[src/rtl/mult_seq_pkg.sv]
// Shared types and helpers for the multiplier sequencing stage.
// Holds operand/result widths, FSM state encoding and the FIFO entry layout.
package mult_seq_pkg;

  localparam int OP_W  = 16;
  localparam int RES_W = 32;
  localparam int CNT_W = 4;

  typedef enum logic [1:0] {
    IDLE    = 2'd0,
    SETTLE  = 2'd1,
    CAPTURE = 2'd2
  } state_e;

  typedef struct packed {
    logic [RES_W-1:0] data;
    logic             ovf;
  } res_entry_t;

  // Result for one op: with do_acc the product is added onto the (optionally
  // cleared) running sum and the carry out becomes the overflow flag.
  function automatic res_entry_t capture_result(
    input logic [RES_W-1:0] acc,
    input logic [RES_W-1:0] prod,
    input logic             do_acc,
    input logic             do_clr
  );
    logic [RES_W:0] sum;
    res_entry_t     r;
    sum = {1'b0, (do_clr ? {RES_W{1'b0}} : acc)} + {1'b0, prod};
    if (do_acc) begin
      r.data = sum[RES_W-1:0];
      r.ovf  = sum[RES_W];
    end else begin
      r.data = prod;
      r.ovf  = 1'b0;
    end
    return r;
  endfunction

endpackage

[src/rtl/result_fifo.sv]
// Two-entry result FIFO; entry 0 is always the head so the outputs come
// straight from a register, and the head keeps its last value once drained.
module result_fifo
  import mult_seq_pkg::*;
(
  input  logic       clk,
  input  logic       rst_n,
  input  logic       push,
  input  res_entry_t push_data,
  input  logic       pop,
  output res_entry_t head,
  output logic       full,
  output logic       empty,
  output logic [1:0] count
);

  res_entry_t mem0_q, mem0_d;
  res_entry_t mem1_q, mem1_d;
  logic [1:0] count_q, count_d;
  logic       pop_ok_s;
  logic       push_ok_s;

  assign pop_ok_s  = pop && (count_q != 2'd0);
  assign push_ok_s = push && ((count_q != 2'd2) || pop_ok_s);

  // Next-state for storage and occupancy, shifting toward the head on pop.
  always_comb begin
    mem0_d  = mem0_q;
    mem1_d  = mem1_q;
    count_d = count_q;
    case ({push_ok_s, pop_ok_s})
      2'b10: begin
        if (count_q == 2'd0) begin
          mem0_d = push_data;
        end else begin
          mem1_d = push_data;
        end
        count_d = count_q + 2'd1;
      end
      2'b01: begin
        if (count_q == 2'd2) begin
          mem0_d = mem1_q;
        end else begin
          mem0_d = mem0_q;
        end
        count_d = count_q - 2'd1;
      end
      2'b11: begin
        if (count_q == 2'd2) begin
          mem0_d = mem1_q;
          mem1_d = push_data;
        end else begin
          mem0_d = push_data;
        end
      end
      default: begin
        count_d = count_q;
      end
    endcase
  end

  // Storage and occupancy registers.
  always_ff @(posedge clk or negedge rst_n) begin
    if (!rst_n) begin
      mem0_q  <= '0;
      mem1_q  <= '0;
      count_q <= 2'd0;
    end else begin
      mem0_q  <= mem0_d;
      mem1_q  <= mem1_d;
      count_q <= count_d;
    end
  end

  assign head  = mem0_q;
  assign count = count_q;
  assign full  = (count_q == 2'd2);
  assign empty = (count_q == 2'd0);

endmodule

[src/rtl/mult_seq_ctrl.sv]
// Sequencer around the external combinational 16x16 multiplier: holds operands
// for a settle time, captures/accumulates the product and queues results.
module mult_seq_ctrl
  import mult_seq_pkg::*;
#(
  parameter int SETTLE_CYCLES = 4,
  parameter int FIFO_DEPTH    = 2
) (
  input  logic              clk,
  input  logic              rst_n,
  input  logic              in_valid,
  output logic              in_ready,
  input  logic [OP_W-1:0]   in_a,
  input  logic [OP_W-1:0]   in_b,
  input  logic              in_acc,
  input  logic              in_clr,
  output logic [OP_W-1:0]   mult_a,
  output logic [OP_W-1:0]   mult_b,
  input  logic [RES_W-1:0]  mult_c,
  output logic              out_valid,
  input  logic              out_ready,
  output logic [RES_W-1:0]  out_data,
  output logic              out_ovf,
  output logic              busy
);

  localparam logic [CNT_W-1:0] SETTLE_INIT = CNT_W'(SETTLE_CYCLES - 1);

  state_e           state_q, state_d;
  logic [CNT_W-1:0] cnt_q, cnt_d;
  logic [OP_W-1:0]  mult_a_q, mult_a_d;
  logic [OP_W-1:0]  mult_b_q, mult_b_d;
  logic [RES_W-1:0] acc_q, acc_d;
  logic             op_acc_q, op_acc_d;
  logic             op_clr_q, op_clr_d;

  logic             in_ready_s;
  logic             push_s;
  logic             pop_s;
  res_entry_t       push_entry_s;
  res_entry_t       fifo_head_s;
  logic             fifo_full_s;
  logic             fifo_empty_s;
  logic [1:0]       fifo_count_s;

  assign pop_s        = !fifo_empty_s && out_ready;
  assign push_entry_s = capture_result(acc_q, mult_c, op_acc_q, op_clr_q);

  // FSM next state, operand latching and accumulator update.
  always_comb begin
    state_d    = state_q;
    cnt_d      = cnt_q;
    mult_a_d   = mult_a_q;
    mult_b_d   = mult_b_q;
    acc_d      = acc_q;
    op_acc_d   = op_acc_q;
    op_clr_d   = op_clr_q;
    in_ready_s = 1'b0;
    push_s     = 1'b0;
    case (state_q)
      IDLE: begin
        in_ready_s = (fifo_count_s < 2'(FIFO_DEPTH));
        if (in_valid && in_ready_s) begin
          mult_a_d = in_a;
          mult_b_d = in_b;
          op_acc_d = in_acc;
          op_clr_d = in_clr;
          cnt_d    = SETTLE_INIT;
          state_d  = SETTLE;
        end else begin
          state_d  = IDLE;
        end
      end
      SETTLE: begin
        if (cnt_q != {CNT_W{1'b0}}) begin
          cnt_d = cnt_q - {{(CNT_W-1){1'b0}}, 1'b1};
        end else begin
          state_d = CAPTURE;
        end
      end
      CAPTURE: begin
        // Room was reserved at acceptance; the guard only covers the head leaving.
        push_s = !fifo_full_s || pop_s;
        if (op_acc_q) begin
          acc_d = push_entry_s.data;
        end else if (op_clr_q) begin
          acc_d = {RES_W{1'b0}};
        end else begin
          acc_d = acc_q;
        end
        state_d = IDLE;
      end
      default: begin
        state_d = IDLE;
      end
    endcase
  end

  // Control and datapath registers.
  always_ff @(posedge clk or negedge rst_n) begin
    if (!rst_n) begin
      state_q  <= IDLE;
      cnt_q    <= {CNT_W{1'b0}};
      mult_a_q <= {OP_W{1'b0}};
      mult_b_q <= {OP_W{1'b0}};
      acc_q    <= {RES_W{1'b0}};
      op_acc_q <= 1'b0;
      op_clr_q <= 1'b0;
    end else begin
      state_q  <= state_d;
      cnt_q    <= cnt_d;
      mult_a_q <= mult_a_d;
      mult_b_q <= mult_b_d;
      acc_q    <= acc_d;
      op_acc_q <= op_acc_d;
      op_clr_q <= op_clr_d;
    end
  end

  result_fifo u_result_fifo (
    .clk       (clk),
    .rst_n     (rst_n),
    .push      (push_s),
    .push_data (push_entry_s),
    .pop       (pop_s),
    .head      (fifo_head_s),
    .full      (fifo_full_s),
    .empty     (fifo_empty_s),
    .count     (fifo_count_s)
  );

  assign in_ready  = in_ready_s;
  assign mult_a    = mult_a_q;
  assign mult_b    = mult_b_q;
  assign out_valid = !fifo_empty_s;
  assign out_data  = fifo_head_s.data;
  assign out_ovf   = fifo_head_s.ovf;
  assign busy      = (state_q != IDLE);

endmodule

[config.mk]
export PLATFORM = sky130hd
export DESIGN_NAME = mult_seq_ctrl
export DESIGN_NICKNAME = d
export VERILOG_FILES = /design/src/rtl/mult_seq_pkg.sv /design/src/rtl/result_fifo.sv /design/src/rtl/mult_seq_ctrl.sv
export SDC_FILE = /design/constraint.sdc
export NUM_CORES = 1
export LEC_CHECK = 0
export BUFFER_PORTS_ARGS = -buffer_cell sky130_fd_sc_hd__buf_2
export CORE_ASPECT_RATIO = 0.9
export CORE_MARGIN = 5
export CORE_UTILIZATION = 45
export CTS_BUF_LIST = sky130_fd_sc_hd__clkbuf_16
export CTS_CLUSTER_SIZE = 14
export DETAILED_ROUTE_END_ITERATION = 10
export PLACE_DENSITY = 0.69
export REMOVE_ABC_BUFFERS = 1
export SKIP_LAST_GASP = 1
export SYNTH_ARGS = -nofsm -noshare
export SYNTH_HDL_FRONTEND = slang
export SYNTH_SLANG_ARGS = --single-unit
[constraint.sdc]
create_clock -name clk -period 3.8 [get_ports clk]
set_input_delay 0.38 -clock clk [delete_from_list [all_inputs] [get_ports clk]]
set_output_delay 0.38 -clock clk [all_outputs]
set_load 0.02 [all_outputs]
Word level (Yosys, flattened, before mapping)
Index checks and enable logic that the tools add are counted.
{"block": "op_classes", "n_addsub": 4, "magnitude_cmp": 1, "n_eq_ne": 14, "mux": 19, "reduce_logical": 21}
{"op": "2-to-1 mux 33 bit", "n": 6}
{"op": "one-hot mux 33 bit (3 select lines)", "n": 1}
{"op": "one-hot mux 33 bit (2 select lines)", "n": 1}
{"op": "2-to-1 mux 32 bit", "n": 2}
{"op": "adder 32 x 32 -> 33 bit", "n": 1}
{"op": "!= test 2 bit, second input constant", "n": 8}
{"op": "nonzero test 2 bit", "n": 5}
{"op": "AND reduction 3 bit", "n": 3}
{"op": "== test 2 bit, second input constant", "n": 4}
{"op": "2-to-1 mux 4 bit", "n": 2}
{"op": "one-hot mux 2 bit (2 select lines)", "n": 2}
{"op": "one-hot mux 4 bit (2 select lines)", "n": 1}
{"op": "== test 2 x 1 -> 1 bit, second input constant", "n": 2}
{"op": "logical AND 1 bit", "n": 4}
{"op": "logical NOT 2 bit", "n": 2}
{"op": "nonzero test 4 bit", "n": 1}
{"op": "subtractor 4 x 1 -> 4 bit, second input constant", "n": 1}
{"op": "2-to-1 mux 1 bit", "n": 3}
{"op": "nonzero test 3 bit", "n": 1}
{"op": "adder 2 x 1 -> 2 bit, second input constant", "n": 1}
{"op": "logical NOT 1 bit", "n": 2}
{"op": "logical OR 1 bit", "n": 2}
{"op": "less-than comparator 2 bit, second input constant", "n": 1}
{"op": "2-to-1 mux 2 bit", "n": 1}
{"op": "other kinds (2)", "n": 2}
{"block": "word_totals", "regBits": 140, "word_cells": 71}

Longest topological paths before layout
{"block": "depth", "depth_word": 9, "ltp_mapped": 14}

Hierarchy
A second synthesis with hierarchy kept.
{"block": "hier_totals", "hier_cells": 712, "area_unflattened_um2": 8050.2}
{"module": "mult_seq_ctrl", "instances": 1, "cells_per_inst": 517, "area_each_um2": 5038.6, "seq_area_each_um2": 1801.7}
{"module": "result_fifo", "instances": 1, "cells_per_inst": 195, "area_each_um2": 3011.6, "seq_area_each_um2": 1701.6}

Worst setup path before layout
OpenSTA, ideal clock, no wires.
{"block": "synth_timing", "kind": "register to register", "from": "register op_clr_q", "to": "register u_result_fifo.mem0_q, in the netlist u_result_fifo.head[20]", "setup_ns": 0.126, "t_arrival_ns": 2.883, "required_ns": 3.674, "path_slack_ns": 0.792, "path_stages_with_launch": 12, "n_path_buf": 1, "synth_period_minus_slack_ns": 3.008, "cell_sequence": "dfrtp_1 clkbuf_1 nor2b_1 ha_1 a21o_1 a2111oi_4 nand3_2 a41o_2 or2_2 a31o_2 a221oi_1 nor2_1"}
{"block": "synth_via", "elab_chain_cells": 5, "elab_cells_between_ends": 6}
{"element": "start: declaration", "line": "mult_seq_ctrl.sv:35", "rtl": "logic op_clr_q, op_clr_d;"}
{"element": "start signal: assignment", "line": "mult_seq_ctrl.sv:116", "rtl": "op_clr_q <= op_clr_d;"}
{"element": "2-to-1 mux 32 bit *"}
{"element": "adder 32 x 32 -> 33 bit *", "line": "mult_seq_pkg.sv:30", "rtl": "sum = {1'b0, (do_clr ? {RES_W{1'b0}} : acc)} + {1'b0, prod};"}
{"element": "2-to-1 mux 33 bit *", "line": "mult_seq_pkg.sv:31", "rtl": "if (do_acc) begin"}
{"element": "2-to-1 mux 33 bit, on equally long branches", "line": "result_fifo.sv:49, result_fifo.sv:33"}
{"element": "one-hot mux 33 bit (3 select lines) *", "line": "result_fifo.sv:31", "rtl": "case ({push_ok_s, pop_ok_s})"}
{"element": "end signal: assignment", "line": "result_fifo.sv:69", "rtl": "mem0_q <= mem0_d;"}
{"element": "end: declaration", "line": "result_fifo.sv:17", "rtl": "res_entry_t mem0_q, mem0_d;"}
Every way passes the cells marked *; elsewhere a longest branch is shown, timed or not. The select of a mux whose other input is x is not followed.
A chain may end at the register's enable or synchronous reset.

Worst setup path after layout
{"block": "layout_timing", "from": "register op_clr_q", "to": "register u_result_fifo.mem0_q, in the netlist u_result_fifo.head[31]"}
Same word-level chain as after synthesis.

==> results_dict.tcl <==
set metrics [dict create \
    status "finished clean" \
    die_h_um 136 \
    critPathMaxFanout 15 \
    setup-violations-final 0 \
    dieArea_um2 20500 \
    reg2reg_depth 13 \
    critical-path-max-stage-delay_ns 0.56 \
    synth_cell_types 65 \
    drt-met1-wl_um 9750 \
    leakagePower_nw 4.53 \
    skew_ns 0.00836 \
    layout-drive-gt1-share_pct 24.4 \
    min_to "op_acc_q" \
    die_w_um 150 \
    clk_path_buf_depth 2 \
    clkSlewWorstSetupHoldPaths_ns 0.06 \
    crit_path_top_delay_cell "dfrtp_1" \
    synth_edf_count 0 \
    cts_resized 0 \
    post_drt_wl_per_cell_um 17.5 \
    required_ns 4.14 \
    r2r_end "u_result_fifo.head[31]" \
    p_per_area_nw_per_um2 889 \
    synth_seq_cells 140 \
    r2r_start "op_clr_q" \
    netlist_instances 840 \
    diodes 0 \
    grt_max_degree 83 \
    worst_slew_pin_slew_ns 1.06 \
    portBuffers 137 \
    cp_top_family "compound AO/OA/AOI/OAI gates" \
    cts_tree "done" \
    worstSetupEndpointType "register" \
    drt-initial-drc-count 488 \
    maxCapViolCount 0 \
    antenna_found_initial 1 \
    core_um2 17500 \
    grt_util_all_layers_pct 21.6 \
    irDropWorstVdd_uv 581 \
    routed_wl_um 21300 \
    hpwl_um 15200 \
    hold_depth 3 \
    cp_cell_sequence "nor2b_1 > ha_1 > inv_1 > fa_1 > nand2b_1 > a211oi_1 > o31ai_1 > a211o_1 > a211oi_2 > o41ai_2 > xnor2_1 > nand2_1 > a31oi_1" \
    post_cts_buffers 0 \
    ant_nets 0 \
    synth.avg_cell_area_um2 9.49 \
    num_io_pins 138 \
    start_util_pct 45.5 \
    gp_congestion 0.890 \
    critical_path_class "reg2reg" \
    grt_pass1_wl_um 35300 \
    hold_viol 0 \
    routed-wl-met3_um 1700 \
    crit_start "op_clr_q" \
    arrival_ns 3.79 \
    synthArstFlopShare_pct 100 \
    finalSetupTns_ns 0 \
    netlist_area_um2 7970 \
    met2_length_um 9510 \
    root_buffer "clkbuf_16" \
    drv_slew 0 \
    fin_nets 1073 \
    highest_layer "met5" \
    finalCriticalPeriod_ns 3.45 \
    drc_errors 0 \
    clk_latency_ns 0.42 \
    fp-row-count 46 \
    min-delay-start "in_acc" \
    area_delta_synth_final_pct 19.6 \
    grt_overflow 0 \
    rsz0062_at_grt "no" \
    cts_sinks 140 \
    ys_warn_count 0 \
    rrSetupSlack_ns 0.35 \
    hold_path_class "in2reg" \
    path_buf_inv 1 \
    timing.hold.ws_ns 0.166 \
    ys.flop_type "dfrtp_1" \
    relSlewSlack_pct 29.6 \
    seq_area_frac_synth_pct 44.0 \
    vias_per_cell 5.52 \
    drt_first_pass_iters 5 \
    fin_crit_sh_pct 90.8 \
    grt_pass1_vias 6853 \
    max_freq_ghz 0.290 \
    numCtsBuffers 17 \
    critPathLaunchType "register" \
    htree_num_levels 4 \
    vias 6722 \
]
## worst max path at each step
stage | endpoint | slack [ns] | cells after the start
3_3_place_gp | u_result_fifo.head[31] | 0.48 | 13
6_report | u_result_fifo.head[31] | 0.35 | 13
4_1_cts | u_result_fifo.head[31] | 0.32 | 13
3_5_place_dp | u_result_fifo.head[31] | 0.36 | 13
2_1_floorplan | u_result_fifo.head[30] | 0.52 | 12
5_1_grt | u_result_fifo.head[21] | 0.01 | 13
## synthesized netlist by cell type (all sizes together) (6+ instances only)
master,n,share of area [%]
a21o,18,1.7
a21oi,74,4.7
a221oi,6,0.66
a22o,24,2.6
a31oi,12,0.94
and2,7,0.55
and3,6,0.47
clkbuf,42,2.0
dfrtp,140,44
ha,37,5.8
inv,18,0.85
mux2,36,5.1
mux2i,15,1.9
nand2,93,4.4
nand2b,10,0.79
nand3,16,1.1
nor2,61,2.9
nor2b,40,3.1
nor3,9,0.57
o21a,14,1.3
o21ai,67,4.3
xnor2,21,2.3
xor2,11,1.2
## state kept, by name, summed over array words and instances, names as in the netlist
register              cells
op_clr_q                  1
cnt_q                     4
op_acc_q                  1
u_result_fifo.head       33
acc_q                    32
mult_b                   16
u_result_fifo.mem1_q     33
state_q                   2
mult_a                   16
u_result_fifo.count       2
## repair_timing
item	4_1_cts	5_1_grt
hold endpoints to repair	58	0
hold buffers	1	0
setup endpoints to repair	0	0
## final cells by class
| class | instances | area [um^2] |
|---|---|---|
| fillers | 1628 | 7960 |
| multi-input cells | 635 | 4250 |
| flip-flops and latches | 140 | 3500 |
| repair buffers | 153 | 827 |
| clock buffers | 17 | 425 |
| well taps | 240 | 300 |
| clock inverters | 14 | 155 |
| inverters | 18 | 67.6 |
## logic make-up after synthesis
logic type | Yosys count | share of synthesized area [%]
simple gates | 261 | 15.6
flops | 140 | 44.0
compound gates | 253 | 20.8
mux | 51 | 6.97
fa+ha+maj | 38 | 6.06
xor+xnor | 32 | 3.52
buf+inv | 65 | 3.08
## cells in the final DEF (no fill, tap or decap), types with 6 or more instances in the layout
cell and count:
dfrtp_1 139, ha_1 37, and3_1 6, xnor2_1 21, and2_1 7, nand2b_1 10, nand2_1 93, inv_1 19
a31oi_1 12, buf_4 14, xor2_1 11, a21o_1 18, nor2b_1 40, nor2_1 61, a221oi_1 6, mux2i_1 15
a21oi_1 73, nand3_1 15, a22o_1 24, nor3_1 9, buf_2 136, mux2_2 36, o21ai_0 58, clkbuf_16 17
o21a_1 14
## layer usage
metal	vias to the layer above	track usage, %
met5	-	0
met4	2	5.54
met3	21	6.73
met2	221	33.6
met1	3229	29.5
li1	3249	-
## tightest hold or removal path, delay by kind of cell
kind	cells	cell delay, ns
buffers and inverters	1	0.07
AOI/OAI and AO/OA	1	0.05
and+or+nand+nor	1	0.04
## report_power, final
group          switching [mW]  total, mW  internal, mW
combinational            2.53       4.21          1.69
clock                   0.646       1.66          1.02
sequential              0.401       2.59          2.19
total                    3.57       8.47          4.90
## stage by stage
step / setup WS, ns / total power [mW] / cell area, um^2 / cells / util (%)
global route: 0.0117 / 9.13 / 9530 / 1217 / 54.5
global placement: 0.481 / 6.70 / 8940 / 1185 / 51.1
finish: 0.349 / 8.47 / 9530 / 1217 / 54.5
CTS: 0.317 / 8.50 / 9530 / 1217 / 54.5
floorplan: 0.516 / 5.51 / 7790 / 793 / -
detailed placement: 0.359 / 6.80 / 8940 / 1185 / 51.1
Power figures use the tool's default switching activity.
